==> src/rtl/riscv_core_cla_pipe.sv <==
`default_nettype none
// ============================================================================
// Module   : riscv_core_cla_pipe
// Brief    : Skewed-pipeline carry-lookahead add/sub built from 4-bit groups,
//            valid/ready handshake with global stall and a tag sideband.
//            Optional status flags enabled by RISCV_CORE_CLA_FLAGS_EN.
// Revision : 1.0 - initial release
// ============================================================================
module riscv_core_cla_pipe #(
    parameter int WIDTH  = 64,
    parameter int STAGES = 4,
    parameter int TAG_W  = 4
) (
    input  logic             i_clk,
    input  logic             i_rst,
    input  logic             i_valid,
    output logic             o_ready,
    input  logic [WIDTH-1:0] i_op1,
    input  logic [WIDTH-1:0] i_op2,
    input  logic             i_cin,
    input  logic             i_sub,
    input  logic [TAG_W-1:0] i_tag,
    output logic             o_valid,
    input  logic             i_ready,
    output logic [WIDTH-1:0] o_sum,
    output logic             o_cout,
    output logic [TAG_W-1:0] o_tag
`ifdef RISCV_CORE_CLA_FLAGS_EN
    ,
    output logic             o_zero,
    output logic             o_neg,
    output logic             o_ovf
`endif
);

    localparam int NG   = WIDTH / 4;
    localparam int GS   = NG / STAGES;
    localparam int SW   = GS * 4;
    localparam int LAST = STAGES - 1;

    // Returns {carry_out, sum[3:0]} of one 4-bit lookahead group.
    function automatic logic [4:0] cla4(input logic [3:0] a, input logic [3:0] b,
                                        input logic c0);
        logic [3:0] g;
        logic [3:0] p;
        logic [4:0] c;
        g    = a & b;
        p    = a ^ b;
        c[0] = c0;
        c[1] = g[0] | (p[0] & c0);
        c[2] = g[1] | (p[1] & g[0]) | (p[1] & p[0] & c0);
        c[3] = g[2] | (p[2] & g[1]) | (p[2] & p[1] & g[0]) | (p[2] & p[1] & p[0] & c0);
        c[4] = g[3] | (p[3] & g[2]) | (p[3] & p[2] & g[1]) | (p[3] & p[2] & p[1] & g[0])
             | (p[3] & p[2] & p[1] & p[0] & c0);
        return {c[4], p ^ c[3:0]};
    endfunction

    logic             w_adv;

    // Per-stage inputs (from previous stage registers, or the conditioned ports).
    logic [WIDTH-1:0] w_a_in   [STAGES];
    logic [WIDTH-1:0] w_b_in   [STAGES];
    logic [WIDTH-1:0] w_s_in   [STAGES];
    logic             w_c_in   [STAGES];
    logic [TAG_W-1:0] w_t_in   [STAGES];
    logic             w_v_in   [STAGES];

    // Per-stage combinational results and register outputs.
    logic [WIDTH-1:0] w_s_nxt  [STAGES];
    logic             w_c_nxt  [STAGES];
    logic [WIDTH-1:0] w_a_q    [STAGES];
    logic [WIDTH-1:0] w_b_q    [STAGES];
    logic [WIDTH-1:0] w_s_q    [STAGES];
    logic             w_c_q    [STAGES];
    logic [TAG_W-1:0] w_t_q    [STAGES];
    logic             w_v_q    [STAGES];

    assign o_valid = w_v_q[LAST];
    assign w_adv   = ~o_valid | i_ready;
    assign o_ready = w_adv;
    assign o_sum   = w_s_q[LAST];
    assign o_cout  = w_c_q[LAST];
    assign o_tag   = w_t_q[LAST];

    for (genvar k = 0; k < STAGES; k++) begin : g_stage
        logic [WIDTH-1:0] r_a;
        logic [WIDTH-1:0] r_b;
        logic [WIDTH-1:0] r_s;
        logic             r_c;
        logic [TAG_W-1:0] r_t;
        logic             r_v;
        logic [WIDTH-1:0] w_sum;
        logic             w_cout;

        if (k == 0) begin : g_first
            assign w_a_in[k] = i_op1;
            assign w_b_in[k] = i_op2 ^ {WIDTH{i_sub}};
            assign w_s_in[k] = '0;
            assign w_c_in[k] = i_cin ^ i_sub;
            assign w_t_in[k] = i_tag;
            assign w_v_in[k] = i_valid;
        end else begin : g_chain
            assign w_a_in[k] = w_a_q[k-1];
            assign w_b_in[k] = w_b_q[k-1];
            assign w_s_in[k] = w_s_q[k-1];
            assign w_c_in[k] = w_c_q[k-1];
            assign w_t_in[k] = w_t_q[k-1];
            assign w_v_in[k] = w_v_q[k-1];
        end

        // Ripple group carries through this stage's slice; lower slices pass through.
        always_comb begin
            logic       c;
            logic [4:0] grp;
            c     = w_c_in[k];
            grp   = '0;
            w_sum = w_s_in[k];
            for (int g = 0; g < GS; g++) begin
                grp = cla4(w_a_in[k][k*SW + 4*g +: 4], w_b_in[k][k*SW + 4*g +: 4], c);
                w_sum[k*SW + 4*g +: 4] = grp[3:0];
                c = grp[4];
            end
            w_cout = c;
        end

        always_ff @(posedge i_clk or posedge i_rst) begin
            if (i_rst) begin
                r_a <= '0;
                r_b <= '0;
                r_s <= '0;
                r_c <= 1'b0;
                r_t <= '0;
                r_v <= 1'b0;
            end else if (w_adv) begin
                r_a <= w_a_in[k];
                r_b <= w_b_in[k];
                r_s <= w_sum;
                r_c <= w_cout;
                r_t <= w_t_in[k];
                r_v <= w_v_in[k];
            end
        end

        assign w_s_nxt[k] = w_sum;
        assign w_c_nxt[k] = w_cout;
        assign w_a_q[k]   = r_a;
        assign w_b_q[k]   = r_b;
        assign w_s_q[k]   = r_s;
        assign w_c_q[k]   = r_c;
        assign w_t_q[k]   = r_t;
        assign w_v_q[k]   = r_v;
    end

    // Already-consumed operand bits are carried for uniformity only.
    logic w_unused_ops;
    always_comb begin
        w_unused_ops = 1'b0;
        for (int i = 0; i < STAGES; i++) begin
            w_unused_ops = w_unused_ops ^ (^w_a_q[i]) ^ (^w_b_q[i]);
        end
    end

`ifdef RISCV_CORE_CLA_FLAGS_EN
    logic r_zero;
    logic r_neg;
    logic r_ovf;
    logic w_msb_cin;

    // Carry into the MSB recovered from sum = a ^ b ^ c at that bit.
    assign w_msb_cin = w_a_in[LAST][WIDTH-1] ^ w_b_in[LAST][WIDTH-1] ^ w_s_nxt[LAST][WIDTH-1];

    always_ff @(posedge i_clk or posedge i_rst) begin
        if (i_rst) begin
            r_zero <= 1'b0;
            r_neg  <= 1'b0;
            r_ovf  <= 1'b0;
        end else if (w_adv) begin
            r_zero <= (w_s_nxt[LAST] == '0);
            r_neg  <= w_s_nxt[LAST][WIDTH-1];
            r_ovf  <= w_msb_cin ^ w_c_nxt[LAST];
        end
    end

    assign o_zero = r_zero;
    assign o_neg  = r_neg;
    assign o_ovf  = r_ovf;
`else
    logic w_unused_nxt;
    always_comb begin
        w_unused_nxt = 1'b0;
        for (int i = 0; i < STAGES; i++) begin
            w_unused_nxt = w_unused_nxt ^ (^w_s_nxt[i]) ^ w_c_nxt[i];
        end
    end
`endif

endmodule
`default_nettype wire

==> config.mk <==
export PLATFORM = sky130hd
export DESIGN_NAME = riscv_core_cla_pipe
export DESIGN_NICKNAME = d
export VERILOG_FILES = /design/src/rtl/riscv_core_cla_pipe.sv
export SDC_FILE = /design/constraint.sdc
export NUM_CORES = 1
export LEC_CHECK = 0
export BUFFER_PORTS_ARGS = -buffer_cell sky130_fd_sc_hd__buf_4
export CAP_MARGIN = 20
export CORE_MARGIN = 3
export CORE_UTILIZATION = 40
export DETAILED_ROUTE_END_ITERATION = 8
export GPL_TIMING_DRIVEN = 0
export PLACE_DENSITY = 0.67
export RECOVER_POWER = 25
export SETUP_SLACK_MARGIN = 0.4
export SLEW_MARGIN = 20
export SYNTH_ARGS = -nofsm -noshare
export SYNTH_HDL_FRONTEND = slang
export SYNTH_SLANG_ARGS = --single-unit
==> constraint.sdc <==
create_clock -name i_clk -period 13.91 [get_ports i_clk]
set_input_delay 1.391 -clock i_clk [delete_from_list [all_inputs] [get_ports i_clk]]
set_output_delay 1.391 -clock i_clk [all_outputs]
set_load 0.02 [all_outputs]
# Word-level counts from Yosys, hierarchy flattened
# Cells that the tools add are included.
# totals
ff_bits	568
input_bits	138
output_inout_bits	71
elab_cells	490
# op_classes
bitwise	468
# ops
cell	n
$and A1 B1 Y1	256
$or A1 B1 Y1	161
$xor A4 B4 Y4	32
$and A4 B4 Y4	16
$xor A64 B64 Y64	1
$not A1 Y1	1
$xor A1 B1 Y1	1

# Logic depth before layout (Yosys ltp)
# Gate-level depths: netlist (run 1).
# depth
word_depth	14
depth_mapped	14

# Least setup slack after synthesis (run 1)
# No wires, ideal clock.
# synth_path
path_type	input to register
start	input i_sub
end	register g_stage[0].r_s[13]
setup_ns	0.077
t_arrival_ns	4.029
required_ns	13.833
setup_slack_ns	9.804
stages	14
path_buffers	2
cell_sequence	buf_1 > buf_2 > xor2_1 > ha_1 > or2_1 > o221ai_1 > a21oi_1 > and3b_1 > a41oi_2 > nor2b_1 > nor2_1 > fa_1 > xor2_1 > a21oi_1
# synth_between
elab_chain_cells	14
# synth_rtl
element	line	rtl
start: declaration	21	input logic i_sub,
$xor A64 B64 Y64	97	assign w_b_in[k] = i_op2 ^ {WIDTH{i_sub}};
$xor A4 B4 Y4 / $and A4 B4 Y4 (equally long branches)	48, 47	
$and A1 B1 Y1 (on tied branches)	53, 54	
$or A1 B1 Y1, or another cell as far along (2 in a row)	53	c[4] = g[3] | (p[3] & g[2]) | (p[3] & p[2] & g[1]) | (p[3] & p[2] & p[1] & g[0])
$or A1 B1 Y1 / $and A1 B1 Y1 (equally long branches)	53, 54	
$or A1 B1 Y1	54	| (p[3] & p[2] & p[1] & p[0] & c0);
$and A1 B1 Y1	54	
$or A1 B1 Y1	54	
$and A1 B1 Y1	54	
$or A1 B1 Y1	54	
$and A1 B1 Y1	50	c[1] = g[0] | (p[0] & c0);
$or A1 B1 Y1	50	
$xor A4 B4 Y4 *	55	return {c[4], p ^ c[3:0]};
end signal: assignment	137	r_s <= w_sum;
end: declaration	88	logic [WIDTH-1:0] r_s;
# Every way passes the cells marked *; elsewhere a longest branch is shown, timed or not.
# A chain may end at the register's enable or synchronous reset.

==> impl_metrics.ini, run 1 <==
[sta]
finalSetupViolCount = 0
setup_slack_ns = 7.60
rsz0062_at_grt = no
hold_viol_final = 0
min_period_ns = 6.31
skew_ns = 0.0152
slew_violations = 203
max_slew.worst_pin.slew_ns = 4.36
fmax_ghz = 0.158
finalCritPeriodShare_pct = 45.4
relSlewSlack_pct = -191

[yosys]
syn_avg_cell_area_um2 = 9.10
yosys.area.top_type_share_pct = 55.9
async_flop_share_pct = 100
synth_top_cell_by_area = dfrtp_1
netlist_area_um2 = 16800
yosysWarningCount = 0
synth_edf_count = 0
synth-seq-cells = 376
synth_cell_types = 47
seq_area_frac_synth_pct = 55.9
synth_nets = 2067
synth_cells = 1849
netlist_top_cells_area = dfrtp_1 (56%), nand2_1 (20%), ha_1 (4.8%)
synth_flop_cell = dfrtp_1

[critical_path]
critPathRequiredTime_ns = 13.51
cp-start-kind = input pin
arrival_ns = 5.91
critPathKind = input pin to asynchronous set/reset pin
path_delay_family = buffers and inverters
path_max_fanout = 83
crit_path_end_kind = asynchronous set/reset pin
cp_slowest_stage_delay_ns = 3.13
worstPathCellList = clkbuf_4 -> clkinvlp_2 -> clkbuf_1
crit_slowest_cell = clkbuf_1
path_buf_inv = 3
ff2ff_setup_slack_ns = 10.93

[detailed_routing]
vias = 13123
drc_errors = 0
totalWireLength_um = 46600
ant_nets = 0
drt_iter0_markers = 825
drt_pass1_iterations = 5
wl_per_cell_um = 17.5
via_per_inst = 4.93

[clock_tree]
root_buffer = clkbuf_16
post-cts-setup-buffers = 0
cts_sinks = 376
clkLatencyLatePin_ns = 0.53
path_clk_slew_ns = 0.06
cts_buffer_depth = 3
ctsHoldBuffers = 0
cts_resized = 0
cts_tree = built
h-tree-depth = 2
cts_made_buffers = 39

[hold_path]
min_path_type = flip-flop to flip-flop

[global_routing]
antenna_found_initial = 1
grt_first_pass_wirelength_um = 73300
grt_pass1_vias = 13346
grt_max_degree = 98
grtUsageTotal_pct = 21.1
grt_overflow = 0

[power]
p_sw_mw = 1.88
p_leak_nw = 10.5
irDropWorstVdd_v = 0.000112
seqPwrFrac_pct = 38.7
comb_power_share_pct = 37.7
swShare_pct = 38.1
clockPowerShare_pct = 23.6
internal_power_mw = 3.05
powerDensity_nw_per_um2 = 239

[final_layout]
multi_input_area_um2 = 6970
n_antenna_cell = 0
seq_area_um2 = 9410
drive_above_1_share_pct = 13.9
num-fill-cells = 3810
syn2layout_area_growth_pct = 22.1
final_area_um2 = 20600
fin_nets = 2320

[run_status]
status = finished, violations left
violations = capacitance limit, slew limit

[placed_design]
place_area_um2 = 19200
io_buffers = 208
gp_congestion = 0.881
dp_hpwl_um = 34600
dp_slack_ns = 8.88

[floorplan]
start_util_pct = 40.9
num_rows = 74
die_x_um = 211
die-area_um2 = 44600
die_h_um = 211
core_area_um2 = 41200
io_pins = 209

[flow_run]
max_cap_viol_count = 3
==> layer usage <==
layer	global-route usage [%]	part of all wire, %	up-vias
met4	6.51	2.9	2
met2	35.0	47	349
met1	28.9	44	6328
li1	-	-	6359
met5	0	0.028	-
met3	3.33	5.4	85
==> stage by stage <==
stage	hold slack (ns)	setup TNS, ns	cells	power [mW]	util, %
after floorplan	0.430	0	1849	3.08	-
after global placement	0.450	-651.64	2589	3.70	46.3
after detailed placement	0.455	0	2593	3.78	46.6
after CTS	0.469	0	2662	4.96	50.0
after global routing	0.481	0	2662	5.28	49.9
final	0.466	0	2662	4.92	49.9
==> registers in the layout, indices dropped and copies added, names as in the netlist <==
signal / count
g_stage.r_a: 96
o_sum: 64
o_cout: 1
o_valid: 1
g_stage.r_t: 12
o_tag: 4
g_stage.r_b: 96
g_stage.r_v: 3
g_stage.r_c: 3
g_stage.r_s: 96
==> placed cells by master, fill, tap and decap left out, drive strengths merged, types with 10 or more instances in the layout <==
cell / netlist / routed
nor2: 53 / 53
xnor2: 70 / 70
nand2: 878 / 878
clkinv: 1 / 10
ha: 64 / 64
xor2: 39 / 39
a21oi: 49 / 49
inv: 27 / 26
buf: 18 / 227
o21ai: 100 / 100
clkbuf: 72 / 126
a21o: 15 / 15
fa: 16 / 16
dfrtp: 376 / 376
==> layout make-up <==
type / instances / share of cell area [%]
clock buffers: 51 / 5.42
flip-flops and latches: 376 / 45.8
plain buffers: 90 / 1.70
inverters: 28 / 0.517
well taps: 532 / 3.24
multi-input cells: 1355 / 33.9
repair buffers: 212 / 7.90
clock inverters: 18 / 1.57
==> cells by family after synthesis <==
family                   synth area share [%]
AND/OR/NAND/NOR                          21.9
flip-flops                               55.9
AO/OA/AOI/OAI                            7.11
buffers and inverters                    2.70
XOR/XNOR                                 5.72
adder cells (fa/ha/maj)                  6.66
==> synthesized netlist by cell type, types with 2 or more instances <==
cell type  instances
nor2b_1            2
a21oi_1           48
o21ai_0           85
o211a_1            2
a31o_2             2
a211oi_1           6
buf_1              9
a21o_1            15
o21a_1             8
nor2_1            52
buf_2              9
nand2_1          878
nand2b_1           8
a41oi_2            2
o31ai_1            4
a21boi_0           3
o2111a_1           2
xor2_1            39
xnor2_1           69
inv_1             27
nand4_1            2
ha_1              64
nor3_1             6
dfrtp_1          376
fa_1              16
o21bai_1           5
clkbuf_1          72
o21ai_1           14
nand3_1            6
==> final timing paths <==
check,startpoint,to,cells after the start
setup / recovery,i_rst,g_stage[2].r_a[61],3
setup reg to reg,o_valid,g_stage[1].r_s[20],7
min in group asynchronous,i_rst,g_stage[0].r_t[3],2
hold reg to reg,g_stage[1].r_s[3],g_stage[2].r_s[3],2
hold / removal,g_stage[1].r_s[3],g_stage[2].r_s[3],2
max in group i_clk,i_ready,o_ready,7
==> power groups by stage <==
stage,Sequential (mW),Combinational (mW),Clock [mW]
final,1.90,1.86,1.16
after global routing,1.96,2.09,1.23
after floorplan,1.94,1.14,0
after detailed placement,1.92,1.86,0
after global placement,1.90,1.80,0
after CTS,1.90,1.87,1.18
==> tightest hold or removal path, delay by kind of cell, from the launching register on <==
| kind | cells | cell delay [ns] |
|---|---|---|
| flops | 1 | 0.34 |
| simple gates | 2 | 0.10 |
No activity file was read; power rests on OpenSTA's default activity.
==> run 2, diff against run 1 <==
--- a/config.mk
+++ b/config.mk
@@ -5,13 +5,14 @@
 export SDC_FILE = /design/constraint.sdc
 export NUM_CORES = 1
 export LEC_CHECK = 0
+export ABC_AREA = 1
 export BUFFER_PORTS_ARGS = -buffer_cell sky130_fd_sc_hd__buf_4
 export CAP_MARGIN = 20
 export CORE_MARGIN = 3
 export CORE_UTILIZATION = 40
 export DETAILED_ROUTE_END_ITERATION = 8
 export GPL_TIMING_DRIVEN = 0
-export PLACE_DENSITY = 0.67
+export PLACE_DENSITY = 0.66
 export RECOVER_POWER = 25
 export SETUP_SLACK_MARGIN = 0.4
 export SLEW_MARGIN = 20
==> constraint.sdc (replaced) <==
create_clock -name i_clk -period 6.6 [get_ports i_clk]
set_input_delay 0.66 -clock i_clk [delete_from_list [all_inputs] [get_ports i_clk]]
set_output_delay 0.66 -clock i_clk [all_outputs]
set_load 0.02 [all_outputs]
==> run 2 against run 1 <==
Net effect:
- the flow still finishes with violations (capacitance limit, slew limit)
- design area increased by 1.5%
- synthesized cell count increased by 3.0%
- sequential power increased by 110%
- clock skew increased by 0.0085 ns
- setup slack got worse by 4.7 ns
- wire length decreased by 0.21%
- first-iteration DRC count increased by 2.2%
- critical path type unchanged
- synthesized area increased by 1.6%
- combinational power increased by 120%
- utilization decreased by 0.28 points
- register-to-register slack got worse by 6.7 ns
- global-route usage decreased by 0.18 points
==> impl_metrics.ini, run 2 <==
[run_status]
status = finished, violations left
violations = capacitance limit, slew limit

[global_routing]
grt_max_degree = 36
grt_overflow = 0
grtUsageTotal_pct = 21.0
grt_pass1_vias = 13765
antenna_found_initial = 1
grt_first_pass_wirelength_um = 73900

[clock_tree]
cts_resized = 0
post-cts-setup-buffers = 0
cts_buffer_depth = 3
ctsHoldBuffers = 0
h-tree-depth = 2
cts_tree = built
path_clk_slew_ns = 0.06
root_buffer = clkbuf_16
cts_made_buffers = 39
clkLatencyLatePin_ns = 0.54
cts_sinks = 376

[detailed_routing]
ant_nets = 0
via_per_inst = 4.92
drc_errors = 0
drt_iter0_markers = 843
vias = 13443
totalWireLength_um = 46500
wl_per_cell_um = 17.0
drt_pass1_iterations = 5

[sta]
skew_ns = 0.0236
hold_slack_ns = 0.239
fmax_ghz = 0.268
max_slew.worst_pin.slew_ns = 1.84
finalSetupViolCount = 0
finalCritPeriodShare_pct = 56.5
slew_violations = 136
relSlewSlack_pct = -22.7
min_period_ns = 3.73
rsz0062_at_grt = no
hold_viol_final = 0

[placed_design]
gp_congestion = 0.864
io_buffers = 208
dp_hpwl_um = 35200

[power]
irDropWorstVdd_v = 0.000183
p_sw_mw = 3.97
swShare_pct = 38.8
internal_power_mw = 6.26
powerDensity_nw_per_um2 = 491
comb_power_share_pct = 39.2
clockPowerShare_pct = 22.6
seqPwrFrac_pct = 38.2
p_leak_nw = 10.6

[yosys]
syn_avg_cell_area_um2 = 8.98
synth_flop_cell = dfrtp_1
synth-seq-cells = 376
yosysWarningCount = 0
netlist_top_cells_area = dfrtp_1 (55%), nand2_1 (16%), o21ai_0 (6.8%)
synth_cell_types = 36
netlist_area_um2 = 17100
yosysMostFrequentCell = nand2_1
yosys.area.top_type_share_pct = 55.0
synth_edf_count = 0
synth_cells = 1904
seq_area_frac_synth_pct = 55.0
synth_top_cell_by_area = dfrtp_1
async_flop_share_pct = 100
synthTopCellsByCount = nand2_1 (724), dfrtp_1 (376), o21ai_0 (231)
synth_nets = 2122

[critical_path]
crit_path_end_kind = asynchronous set/reset pin
critPathRequiredTime_ns = 6.90
arrival_ns = 4.02
critPathKind = input pin to asynchronous set/reset pin
cp-start-kind = input pin
path_max_fanout = 35

[floorplan]
die_x_um = 213
die-area_um2 = 45300
core_area_um2 = 42000
die_h_um = 213
io_pins = 209
start_util_pct = 40.7
num_rows = 75

[final_layout]
fin_util_pct = 49.6
reg.largest.list = g_stage.r_a x96, g_stage.r_b x96, g_stage.r_s x96
n_antenna_cell = 0
drive_above_1_share_pct = 16.4
final_common_cell = nand2_1
syn2layout_area_growth_pct = 22.0
fin_nets = 2383
num-fill-cells = 3968
layout_common_cells = nand2_1 (724), dfrtp_1 (376), o21ai_0 (231), buf_4 (215), inv_1 (139)

[flow_run]
max_cap_viol_count = 4

[hold_path]
min_path_type = input pin to asynchronous set/reset pin
==> run 2: cell families (layout without fill, tap and decap cells) <==
group	count (synthesis)	count (layout)	share of synthesized area, %
and+or+nand+nor	846	846	19.6
DFF	376	376	55.0
AOI/OAI and AO/OA	280	280	8.54
buffers and inverters	232	522	5.68
xor gates and xnor gates	90	90	4.61
adders and majority gates	80	80	6.56
==> run 2: layout make-up <==
| cell class | count | area [µm²] | area share [%] |
|---|---|---|---|
| flip-flops and latches | 376 | 9410 | 45.1 |
| multi-input cells | 1296 | 6720 | 32.2 |
| repair buffers | 220 | 1720 | 8.25 |
| clock buffers | 58 | 1200 | 5.75 |
| well taps | 539 | 674 | 3.23 |
| inverters | 140 | 527 | 2.53 |
| plain buffers | 92 | 445 | 2.14 |
| clock inverters | 12 | 168 | 0.804 |
==> run 2: worst paths after layout <==
path,from,end,slack (ns),depth (start not counted)
min in group i_clk,i_op1[18],g_stage[0].r_a[18],0.32,3
hold reg to reg,g_stage[2].r_s[3],o_sum[3],0.45,2
setup / recovery,i_rst,o_sum[45],2.87,4
setup reg to reg,g_stage[2].r_b[57],o_sum[61],4.24,8
hold / removal,i_rst,o_sum[22],0.24,2
max in group i_clk,i_sub,g_stage[0].r_s[13],3.56,16
==> run 2: power groups by stage <==
| stage | combinational (mW) | clock [mW] | sequential [mW] |
|---|---|---|---|
| after floorplan | 2.44 | 0 | 4.04 |
| after global placement | 3.89 | 0 | 3.92 |
| after detailed placement | 4.02 | 0 | 3.94 |
| after CTS | 4.06 | 2.36 | 3.92 |
| after global routing | 4.55 | 2.46 | 4.03 |
| final | 4.01 | 2.32 | 3.91 |
==> run 2: critical path: stages <==
cell and delay (ns):
clkbuf_4 0.11, clkinvlp_2 0.48, clkbuf_1 1.34, clkbuf_1 1.38
==> run 2: stage by stage <==
step	std cells	TNS (ns)	cell area, µm²	power, mW	worst slack [ns]
5_1_grt	2733	0	20900	11.0	2.13
3_3_place_gp	2651	-394.94	19300	7.81	-1.09
2_1_floorplan	1904	0	17100	6.48	0.890
4_1_cts	2733	0	21000	10.3	3.57
6_report	2733	0	20900	10.2	2.87
3_5_place_dp	2663	0	19600	7.97	3.04
==> run 2: metal layers <==
layer | share of wire, % | track usage [%] | up-vias
met5 | 0.028 | 0 | -
met4 | 3.4 | 7.30 | 2
met3 | 5.3 | 3.70 | 71
met2 | 47 | 34.4 | 300
met1 | 44 | 28.3 | 6539
li1 | - | - | 6531
==> run 3, diff against run 2 <==
==> constraint.sdc (replaced) <==
create_clock -name i_clk -period 3.5 [get_ports i_clk]
set_input_delay 0.35 -clock i_clk [delete_from_list [all_inputs] [get_ports i_clk]]
set_output_delay 0.35 -clock i_clk [all_outputs]
set_load 0.02 [all_outputs]
==> run 3 against run 2 <==
Net effect:
- the flow still finishes with violations (capacitance limit, slew limit)
- power grew 87%
- highest routed layer is now met4
- critical path type is now input pin to flip-flop
- sequential share of layout area is essentially flat
- wire length is essentially flat
- combinational power grew 85%
- largest cell class unchanged
==> impl_metrics.ini, run 3 (same netlist as run 2, synthesis figures left out) <==
[detailed_routing]
totalWireLength_um = 46600
ant_nets = 0
drt_pass1_iterations = 5
vias = 13514
drc_errors = 0
via_per_inst = 4.93
drt_iter0_markers = 834
wl_per_cell_um = 17.0

[sta]
finalSetupViolCount = 0
fmax_ghz = 0.370
max_slew.worst_pin.slew_ns = 1.87
finalCritPeriodShare_pct = 77.2
hold_viol_final = 0
slew_violations = 35
relSlewSlack_pct = -24.7
rsz0062_at_grt = no
min_period_ns = 2.70
setup_slack_ns = 0.797
skew_ns = 0.0215

[power]
irDropWorstVdd_v = 0.000345
p_leak_nw = 10.5
internal_power_mw = 11.6
swShare_pct = 39.2
p_sw_mw = 7.50
seqPwrFrac_pct = 38.5
clockPowerShare_pct = 22.8
comb_power_share_pct = 38.7
powerDensity_nw_per_um2 = 918

[clock_tree]
root_buffer = clkbuf_16
cts_sinks = 376
cts_tree = built
h-tree-depth = 2
cts_made_buffers = 39
path_clk_slew_ns = 0.06
cts_buffer_depth = 3
clkLatencyLatePin_ns = 0.54
cts_resized = 0

[global_routing]
grt_pass1_vias = 13820
grt_overflow = 0
grtUsageTotal_pct = 21.0
grt_max_degree = 36
antenna_found_initial = 0
grt_first_pass_wirelength_um = 74200

[hold_path]
whs_endpoint = g_stage[0].r_a[17]
min-delay-start = i_op1[17]
min_path_type = input pin to flip-flop
hold_depth = 3

[floorplan]
num_rows = 75
die_h_um = 213
io_pins = 209
die-area_um2 = 45300
core_area_um2 = 42000
die_x_um = 213
start_util_pct = 40.7

[final_layout]
stdcell_count = 2742
fin_util_pct = 49.6
layout_common_cells = nand2_1 (724), dfrtp_1 (376), o21ai_0 (231), buf_4 (176), inv_1 (139)
fin_nets = 2392
drive_above_1_share_pct = 14.7
final_common_cell = nand2_1
n_antenna_cell = 0
reg.largest.list = g_stage.r_a x96, g_stage.r_b x96, g_stage.r_s x96
syn2layout_area_growth_pct = 21.9

[critical_path]
rr_startpoint = g_stage[2].r_a[57]
arrival_ns = 3.14
r2r_cells = 8
path_max_fanout = 10
critPathRequiredTime_ns = 3.93
ff2ff_setup_slack_ns = 1.13
crit_path_end_kind = flip-flop
r2r_end = o_sum[61]
cp-start-kind = input pin
critPathKind = input pin to flip-flop

[placed_design]
dp_hpwl_um = 35200
dp_slack_ns = 0.250
io_buffers = 208
dp_cells = 2663
gp_congestion = 0.864

[run_status]
status = finished, violations left
violations = capacitance limit, slew limit

[flow_run]
max_cap_viol_count = 1
run 3: worst max-delay path, cell delays in order:
cell and delay, ns:
buf_4 0.09, buf_2 0.39, buf_2 0.37, xor2_1 0.12, ha_1 0.28, clkbuf_2 0.18, nand3_1 0.08, nor2_1 0.10
nand3_1 0.08, nand2_1 0.11, nand2_1 0.06, nand2_1 0.12, inv_1 0.08, fa_1 0.40, xor2_1 0.17, o21ai_0 0.15
run 3: routing by layer:
metal / part of all wire (%) / GRT usage (%) / vias to the layer above
li1: - / - / 6554
met5: 0 / 0 / -
met3: 5.6 / 3.61 / 69
met4: 3.3 / 7.27 / 0
met2: 47 / 34.6 / 324
met1: 44 / 28.4 / 6567
run 3: worst max path at each step:
stage | startpoint | cells past startpoint | end | slack [ns]
2_1_floorplan | i_rst | 1 | g_stage[0].r_a[16] | -1.90
3_3_place_gp | i_rst | 2 | g_stage[0].r_b[58] | -3.88
3_5_place_dp | i_sub | 16 | g_stage[0].r_s[13] | 0.25
4_1_cts | i_sub | 16 | g_stage[0].r_s[13] | 0.78
5_1_grt | i_rst | 4 | o_sum[33] | 0.32
6_report | i_sub | 16 | g_stage[0].r_s[13] | 0.80
run 3: repair_timing:
item | in CTS | in global routing
endpoints found under the hold margin | 26 | 0
hold buffers | 9 | 0
setup buffers | 0 | 0
run 3: through the flow:
step           instance area, µm²  TNS [ns]  total power, mW  hold WS (ns)
2_1_floorplan               17100   -714.43             12.2         0.440
3_3_place_gp                19300  -1443.98             14.7         0.450
3_5_place_dp                19600         0             15.0         0.413
4_1_cts                     21000         0             19.5       0.00168
5_1_grt                     20800         0             20.7       0.00641
6_report                    20800         0             19.1        0.0213
run 3: final cells by class:
cell class                 instances  area (µm²)
fill                            3980       21200
sequential                       376        9410
multi-input combinational       1296        6720
timing repair buffer             229        1700
clock buffer                      58        1200
tap                              539         674
inverter                         140         527
buffer                            92         445
clock inverter                    12         168
run 3: power groups by stage:
stage,logic [mW],registers [mW],clock network (mW)
final,7.40,7.37,4.37
after global routing,8.42,7.60,4.64
after CTS,7.66,7.39,4.46
after detailed placement,7.58,7.44,0
after global placement,7.33,7.39,0
after floorplan,4.61,7.62,0
